<file path="src/rtl/video_timing_pkg.sv">
// Shared video timing types: axis phases, test patterns and run state.
// Used by the pattern source and timing-aware filter stages.
package video_timing_pkg;

    localparam int CNT_W = 16;

    typedef enum logic [1:0] {
        PH_SYNC,
        PH_BP,
        PH_ACT,
        PH_FP
    } vphase_t;

    typedef enum logic [1:0] {
        PAT_XRAMP,
        PAT_YRAMP,
        PAT_CHECK,
        PAT_FRCNT
    } pattern_t;

    typedef enum logic {
        ST_IDLE,
        ST_RUN
    } run_state_t;

endpackage

</file>
<file path="src/rtl/vtg_axis_cnt.sv">
// One video axis: SYNC -> BP -> ACT -> FP phase FSM with a position
// counter that restarts at 0 in each phase; advances only on step.
module vtg_axis_cnt
    import video_timing_pkg::*;
#(
    parameter int SYNC_LEN = 2,
    parameter int BP_LEN   = 3,
    parameter int ACT_LEN  = 16,
    parameter int FP_LEN   = 4
) (
    input  logic             clk,
    input  logic             rst,
    input  logic             step,
    output vphase_t          phase,
    output logic [CNT_W-1:0] pos,
    output logic             last
);

    vphase_t          phase_n;
    logic [CNT_W-1:0] pos_n;
    logic [CNT_W-1:0] len;
    logic             pos_last;

    always_ff @(posedge clk) begin
        if (rst) begin
            phase <= PH_SYNC;
            pos   <= '0;
        end else begin
            phase <= phase_n;
            pos   <= pos_n;
        end
    end

    always_comb begin
        phase_n = phase;
        pos_n   = pos;
        if (step) begin
            if (pos_last) begin
                pos_n = '0;
                unique case (phase)
                    PH_SYNC: phase_n = PH_BP;
                    PH_BP:   phase_n = PH_ACT;
                    PH_ACT:  phase_n = PH_FP;
                    PH_FP:   phase_n = PH_SYNC;
                endcase
            end else begin
                pos_n = pos + 1'b1;
            end
        end
    end

    always_comb begin
        len = '0;
        unique case (phase)
            PH_SYNC: len = CNT_W'(SYNC_LEN);
            PH_BP:   len = CNT_W'(BP_LEN);
            PH_ACT:  len = CNT_W'(ACT_LEN);
            PH_FP:   len = CNT_W'(FP_LEN);
        endcase
        pos_last = (pos == len - 1'b1);
        last     = (phase == PH_FP) && pos_last;
    end

endmodule

</file>
<file path="src/rtl/video_pattern_gen.sv">
// Parallel-video source: frame-granular run FSM, H/V timing counters,
// test-pattern mux and registered di/de/hs/vs outputs.
module video_pattern_gen
    import video_timing_pkg::*;
#(
    parameter int DATA_WIDTH = 8,
    parameter int ACT_W      = 640,
    parameter int ACT_H      = 480,
    parameter int HS_W       = 40,
    parameter int HBP        = 40,
    parameter int HFP        = 40,
    parameter int VS_W       = 2,
    parameter int VBP        = 2,
    parameter int VFP        = 2
) (
    input  logic                  clk,
    input  logic                  rst,
    input  logic                  en_i,
    input  logic [1:0]            pattern_i,
    output logic [DATA_WIDTH-1:0] do_o,
    output logic                  de_o,
    output logic                  hs_o,
    output logic                  vs_o,
    output logic                  frame_done_o,
    output logic [15:0]           frcnt_o
);

    run_state_t       state;
    run_state_t       state_n;
    logic             run;
    vphase_t          h_ph;
    vphase_t          v_ph;
    logic [CNT_W-1:0] h_pos;
    logic [CNT_W-1:0] v_pos;
    logic             h_end;
    logic             v_end;
    logic             frame_end;
    logic             frame_start;
    logic             act;
    pattern_t         pat_q;
    pattern_t         pat_cur;
    logic [DATA_WIDTH-1:0] pix;

    vtg_axis_cnt #(
        .SYNC_LEN(HS_W),
        .BP_LEN  (HBP),
        .ACT_LEN (ACT_W),
        .FP_LEN  (HFP)
    ) u_h (
        .clk  (clk),
        .rst  (rst),
        .step (run),
        .phase(h_ph),
        .pos  (h_pos),
        .last (h_end)
    );

    vtg_axis_cnt #(
        .SYNC_LEN(VS_W),
        .BP_LEN  (VBP),
        .ACT_LEN (ACT_H),
        .FP_LEN  (VFP)
    ) u_v (
        .clk  (clk),
        .rst  (rst),
        .step (run && h_end),
        .phase(v_ph),
        .pos  (v_pos),
        .last (v_end)
    );

    always_ff @(posedge clk) begin
        if (rst) state <= ST_IDLE;
        else     state <= state_n;
    end

    // Stopping is only honoured on the last clock, so frames never truncate
    always_comb begin
        state_n = state;
        unique case (state)
            ST_IDLE: if (en_i) state_n = ST_RUN;
            ST_RUN:  if (frame_end && !en_i) state_n = ST_IDLE;
        endcase
    end

    always_comb begin
        run = (state == ST_RUN);
    end

    assign frame_end   = h_end && v_end;
    assign frame_start = (h_ph == PH_SYNC) && (h_pos == '0) &&
                         (v_ph == PH_SYNC) && (v_pos == '0);
    assign act         = (h_ph == PH_ACT) && (v_ph == PH_ACT);
    assign pat_cur     = frame_start ? pattern_t'(pattern_i) : pat_q;

    always_ff @(posedge clk) begin
        if (rst)                     pat_q <= PAT_XRAMP;
        else if (run && frame_start) pat_q <= pattern_t'(pattern_i);
    end

    always_comb begin
        pix = '0;
        unique case (pat_cur)
            PAT_XRAMP: pix = DATA_WIDTH'(h_pos);
            PAT_YRAMP: pix = DATA_WIDTH'(v_pos);
            PAT_CHECK: pix = (h_pos[3] ^ v_pos[3]) ? '1 : '0;
            PAT_FRCNT: pix = DATA_WIDTH'(frcnt_o);
        endcase
    end

    always_ff @(posedge clk) begin
        if (rst || !run) begin
            do_o         <= '0;
            de_o         <= 1'b0;
            hs_o         <= 1'b0;
            vs_o         <= 1'b0;
            frame_done_o <= 1'b0;
        end else begin
            do_o         <= act ? pix : '0;
            de_o         <= act;
            hs_o         <= (h_ph == PH_SYNC);
            vs_o         <= (v_ph == PH_SYNC);
            frame_done_o <= frame_end;
        end
    end

    always_ff @(posedge clk) begin
        if (rst)                   frcnt_o <= '0;
        else if (run && frame_end) frcnt_o <= frcnt_o + 1'b1;
    end

endmodule
</file>
<file path="config.mk">
export PLATFORM = sky130hd
export DESIGN_NAME = video_pattern_gen
export DESIGN_NICKNAME = d
export VERILOG_FILES = /design/src/rtl/video_timing_pkg.sv /design/src/rtl/vtg_axis_cnt.sv /design/src/rtl/video_pattern_gen.sv
export SDC_FILE = /design/constraint.sdc
export NUM_CORES = 1
export LEC_CHECK = 0
export ABC_CLOCK_PERIOD_IN_PS = 3400
export CELL_PAD_IN_SITES_DETAIL_PLACEMENT = 0
export CELL_PAD_IN_SITES_GLOBAL_PLACEMENT = 1
export CORE_MARGIN = 3
export CORE_UTILIZATION = 43
export CTS_BUF_LIST = sky130_fd_sc_hd__clkbuf_16
export DETAILED_ROUTE_END_ITERATION = 10
export PLACE_DENSITY_LB_ADDON = 0.1
export SETUP_SLACK_MARGIN = 0.1
export SKIP_CTS_REPAIR_TIMING = 1
export SLEW_MARGIN = 20
export SYNTH_ARGS = -nofsm -noshare
export SYNTH_HDL_FRONTEND = slang
export SYNTH_HIERARCHICAL = 1
export SYNTH_SLANG_ARGS = --single-unit
</file>
<file path="constraint.sdc">
create_clock -name clk -period 3.4 [get_ports clk]
set_clock_uncertainty 0.15 [all_clocks]
set_input_delay 1.02 -clock clk [delete_from_list [all_inputs] [get_ports clk]]
set_output_delay 1.02 -clock clk [all_outputs]
set_load 0.01 [all_outputs]
</file>
[Word-level counts from Yosys, hierarchy flattened]
Index checks and enable logic that the tools add are counted.
Operators by class
  add/subtract/negate cells: 5
  equal/unequal tests: 11
  mux-type cells: 12
  bitwise logic cells: 3
  reductions and logical operators: 24
Operator list (count)
  $pmux 16 s2: 2
  $add 16x1->16 const B: 3
  $eq 16x16->1: 2
  $logic_not 16->1: 2
  $mux 16: 2
  $pmux 8 s4: 1
  $sub 16x1->16 const B: 2
  $pmux 2 s4: 2
  $eq 2x2->1 const B: 6
  $logic_and 1x1->1: 11
  $mux 8: 1
  $eq 2x1->1 const B: 3
  $logic_not 2->1: 3
  $reduce_or 3->1: 2
  $reduce_and 2->1: 2
  $logic_not 1->1: 2
  $mux 1: 2
  $mux 2: 1
  $not 1->1: 2
  $pmux 1 s2: 1
  $reduce_or 2->1: 1
  $logic_or 1x1->1: 1
  $xor 1x1->1: 1
Storage, ports and cells
  register bits: 67
  bits of input ports: 5
  output and inout port bits: 28
  word-level logic and storage cells: 67

[Logic depth before layout (Yosys ltp)]
  depth after elaboration: 10
  gate-level depth with buffers: 12
  mapped depth without buffers: 11

[By module]
The synthesis kept the hierarchy.
By module, submodules not included
  video_pattern_gen: instances 1, cells an instance 172, area each 1530.2 sq um
  vtg_axis_cnt at u_h: instances 1, cells an instance 110, area each 930.9 sq um
  vtg_axis_cnt at u_v: instances 1, cells an instance 106, area each 904.6 sq um

[Least setup slack after synthesis]
Ideal clock, no wire load.
  kind: register to register
  start point: register u_h.pos[3]
  end point: register u_v.pos[15]
  library setup time: 0.115 ns
  arrival: 2.805 ns
  setup slack: 0.330 ns
  cell stages (with the launch flop): 11
  path buffers: 2
  period minus slack after synthesis: 3.070 ns
  cell sequence: dfxtp_1 buf_6 or4_1 o22a_2 nor3b_1 and2_2 clkbuf_1 nand4_1 nor4_4 xnor2_1 nor2_2
Between the ends
  longest elaborated chain between the ends: 3
RTL lines
  from (decl): RTL line vtg_axis_cnt.sv:15  | output logic [CNT_W-1:0] pos,
  from (signal assigned): RTL line vtg_axis_cnt.sv:30  | pos <= pos_n;
  $eq 16x16->1: RTL line vtg_axis_cnt.sv:60  | pos_last = (pos == len - 1'b1);
  $logic_and 1x1->1: RTL line vtg_axis_cnt.sv:61  | last = (phase == PH_FP) && pos_last;
  net h_end: RTL line video_pattern_gen.sv:35  | logic h_end;
  $logic_and 1x1->1: RTL line video_pattern_gen.sv:66  | .step (run && h_end),
  to (signal assigned): RTL line vtg_axis_cnt.sv:30
  to (decl): RTL line vtg_axis_cnt.sv:15
The timed path passes the listed nets, and every way through them passes these cells.
A chain may end at the register's enable or synchronous reset.

[Final worst setup path]
  start point: register u_v.phase[0]
  end point: register frcnt_o[15]
Between the ends
  longest elaborated chain between the ends: 8
RTL lines
  from (decl): RTL line vtg_axis_cnt.sv:14  | output vphase_t phase,
  from (signal assigned): RTL line vtg_axis_cnt.sv:29  | phase <= phase_n;
  $eq 2x1->1, or another cell as far along: RTL line vtg_axis_cnt.sv:54  | unique case (phase)
  $reduce_or 3->1 (no source line)
  $pmux 16 s2: RTL line vtg_axis_cnt.sv:54
  $sub 16x1->16: RTL line vtg_axis_cnt.sv:60
  $eq 16x16->1: RTL line vtg_axis_cnt.sv:60
  $logic_and 1x1->1 (*): RTL line vtg_axis_cnt.sv:61
  net v_end: RTL line video_pattern_gen.sv:36  | logic v_end;
  $logic_and 1x1->1 (*): RTL line video_pattern_gen.sv:90  | assign frame_end = h_end && v_end;
  $logic_and 1x1->1 (*): RTL line video_pattern_gen.sv:129  | else if (run && frame_end) frcnt_o <= frcnt_o + 1'b1;
  to (signal assigned): RTL line video_pattern_gen.sv:129
  to (decl): RTL line video_pattern_gen.sv:25  | output logic [15:0] frcnt_o
Mark *: on every way through the listed nets, which the timed path passes. The rest lies on a longest branch. The select of a mux whose other input is x is not followed.

==> impl_metrics.csv <==
group,metric,value,unit
run_status,run_status,"finished, final reports clean",
final_layout,drive_gt1_share,9.63,%
critical_path,cp.arrival,3.10,ns
clocking,htree_levels,3,
power_and_ir_drop,power_switching,0.369,mW
synth,ys.flop_type,"dfxtp_1",
synth,ys_ff_latch,67,
placed_design,port_buffers,32,
sta,final.period_utilization,89.4,%
worst_hold_path,hp-class,"register to register",
sta,fin_crit,3.04,ns
die,core_area,7410,sq um
detailed_routing,dr.pass1.iters,4,
die,die_x,94.5,microns
synth,synth.area.top_cells,"dfxtp_1 40%, xnor2_1 6.2%, nor2_1 4.8%, nor4_1 3.9%, nand2_1 3.6%",
critical_path,ff2ff_setup_slack,0.36,ns
critical_path,cp_cell_sequence,"inv_1, ha_1, or4_1, nor2_1, o21a_1, and2_1, nand2_1, or3_4, nor4_1, mux2_2",
global_routing,first_global_vias,2783,
detailed_routing,drt_iter0_markers,119,
global_routing,grt_overflow,0,
final_layout,multi_input_area,1920,sq um
critical_path,slowest_stage,"or4_1",
sta,worst_pin_slew,0.795,ns
power_and_ir_drop,p_leak,1.43,nW
placed_design,dp_hpwl,5940,microns
critical_path,path_class,"register to register",
detailed_routing,drc,0,
critical_path,worstPathRequired,3.46,ns
synth,syn-cell-area,3370,sq um
synth,synth_nets,402,
detailed_routing,drt-total-wl,8170,microns
synth,synthTopCellsByCount,"67 x dfxtp_1, 43 x nor2_1, 32 x nand2_1, 24 x xnor2_1, 23 x nor3_1",
power_and_ir_drop,p_sw_share,22.1,%
critical_path,end_kind,"register",
power_and_ir_drop,p_int,1.30,mW
synth,ys_types,54,
clocking,clk_pin_slew_worst_paths,0.05,ns
sta,slew_headroom,46.5,%
synth,synth_largest_area_cell,"dfxtp_1",
detailed_routing,postRouteAntennaNets,0,
power_and_ir_drop,p_comb_share,4.5,%
sta,hold_viol,0,
power_and_ir_drop,p_clk_share,47.1,%
synth,ys_seq_area_share,39.9,%
clocking,cts-root-buf,"clkbuf_16",
synth,yosys.cell_count.top_type,"dfxtp_1",
detailed_routing,viasPerCell,5.46,
final_layout,fin_util,55.4,%
clocking,tritoncts,"done",
clocking,clk_latency,0.32,ns
detailed_routing,met3_length,370,microns
synth,yosysWarnings,6,
die,die_y,94.5,microns
run,drv_cap,0,
final_layout,syn_to_final_growth,21.9,%
global_routing,grt_max_degree,23,
critical_path,cp_slowest_stage_delay,0.43,ns
synth,async_flop_share,0,%
placed_design,pre_cts_ws,0.247,ns
global_routing,grtUsageTotal,19.9,%
sta,clock.fmax,329,MHz
sta,setup-tns-final,0,ns
synth,yosys.area.top_type_share,39.9,%
power_and_ir_drop,pwr_density_cell,407,nW/um^2
synth,netlist_instances,388,
synth,synth-edff-count,0,
die,start_util,45.4,%
placed_design,place_area,3850,sq um
placed_design,gp_congestion,0.872,
sta,drv_slew,0,
critical_path,worst-path-max-fanout,6,
detailed_routing,wire_per_inst,15.3,microns
detailed_routing,top_layer,"met4",
final_layout,nFillCells,712,
sta,setup_ws,0.360,ns
sta,setup_viol_count_final,0,
final_layout,regArea,1340,sq um
sta,rsz0062_at_grt,"false",
final_layout,final_area,4100,sq um
critical_path,startpoint_type,"register",
global_routing,grt_pass1_wl,14000,microns
detailed_routing,route.vias.total,2920,
final_layout,n_antenna_cell,0,
detailed_routing,route.met2.wl,3500,microns
die,row_count,31,
power_and_ir_drop,vdd_drop_max,0.212,mV
synth,syn_avg_cell_area,8.67,sq um
global_routing,antenna_found_initial,0,
die,dieArea,8920,sq um
die,pin_count,33,
clocking,cts_made_buffers,9,
clocking,clock_path_buffers,2,
final_layout,fin_nets,447,
power_and_ir_drop,p_seq_share,48.3,%
detailed_routing,m1WireLength,4190,microns
clocking,clock-sinks,67,
[through the flow]
step / hold slack [ns] / total power [mW] / cells
after floorplan: 0.341 / 0.869 / 388
final: 0.346 / 1.67 / 535
after global placement: 0.340 / 0.899 / 521
after CTS: 0.355 / 1.69 / 535
after detailed placement: 0.348 / 0.898 / 521
after global routing: 0.376 / 1.74 / 535
[worst max-delay path: cells and delay by family (launching register included)]
family / cells / cell delay (ns)
and+or+nand+nor: 6 / 1.50
DFF: 1 / 0.38
muxes: 1 / 0.37
adders and majority gates: 1 / 0.23
AOI/OAI and AO/OA: 1 / 0.22
buffers and inverters: 1 / 0.09
[registers in the layout, indices dropped and copies added, names as in the netlist]
register / count
u_v/phase: 2
u_h/pos: 16
hs_o: 1
run: 1
frame_done_o: 1
u_h/phase: 2
do_o: 8
frcnt_o: 16
de_o: 1
pat_q: 2
vs_o: 1
u_v/pos: 16
[final cells by class]
cell class                 count  share of cell area [%]
timing repair buffer          44                    10.0
multi-input combinational    297                    46.9
tap                           99                    3.02
clock buffer                   9                    5.49
inverter                      14                    1.28
sequential                    67                    32.7
clock inverter                 5                   0.580
[metal layers]
layer | vias up | GRT usage, %
met5 | - | 0
met4 | 0 | 7.57
met3 | 9 | 3.11
met2 | 64 | 29.0
met1 | 1362 | 29.5
li1 | 1485 | -
[path summary, 6_finish.rpt]
check	start	endpoint	depth (start not counted)
hold reg to reg	u_v/phase[0]	vs_o	1
setup reg to reg	u_v/phase[0]	frcnt_o[15]	10
setup / recovery	u_v/phase[0]	frcnt_o[15]	10
hold / removal	u_v/phase[0]	vs_o	1
[cell families after synthesis]
family,after synthesis,share of synthesized area [%]
flops,67,39.9
xor+xnor,36,9.37
simple gates,201,32.9
mux,7,2.16
fa+ha+maj,9,3.35
buf+inv,24,3.16
compound gates,44,9.18
[placed cells by master, fill, tap and decap left out, drive strengths merged, types with 2 or more instances in the layout]
cell type / netlist / routed
dfxtp: 67 / 67
nor2: 44 / 44
nand2: 32 / 32
clkdlybuf4s50: 0 / 32
xnor2: 24 / 24
nor3: 24 / 24
nor4: 23 / 23
nand3: 18 / 18
inv: 14 / 15
nand4: 14 / 14
xor2: 12 / 12
o21ai: 12 / 12
nand2b: 12 / 12
buf: 4 / 12
a21oi: 11 / 11
nor2b: 9 / 9
ha: 9 / 9
clkbuf: 6 / 9
o2111a: 8 / 8
or4: 7 / 7
mux2i: 5 / 5
and3: 4 / 4
clkinv: 0 / 4
o31ai: 4 / 4
and4: 3 / 3
and2: 3 / 3
or3: 3 / 3
mux2: 2 / 2
a31oi: 2 / 2
[power groups by stage]
stage	Sequential (mW)	Clock [mW]	Combinational (mW)
after floorplan	0.817	0	0.0523
after global placement	0.823	0	0.0761
after detailed placement	0.822	0	0.0758
after CTS	0.806	0.808	0.0763
after global routing	0.807	0.847	0.0848
final	0.806	0.786	0.0758
No activity file was read; power rests on OpenSTA's default activity.
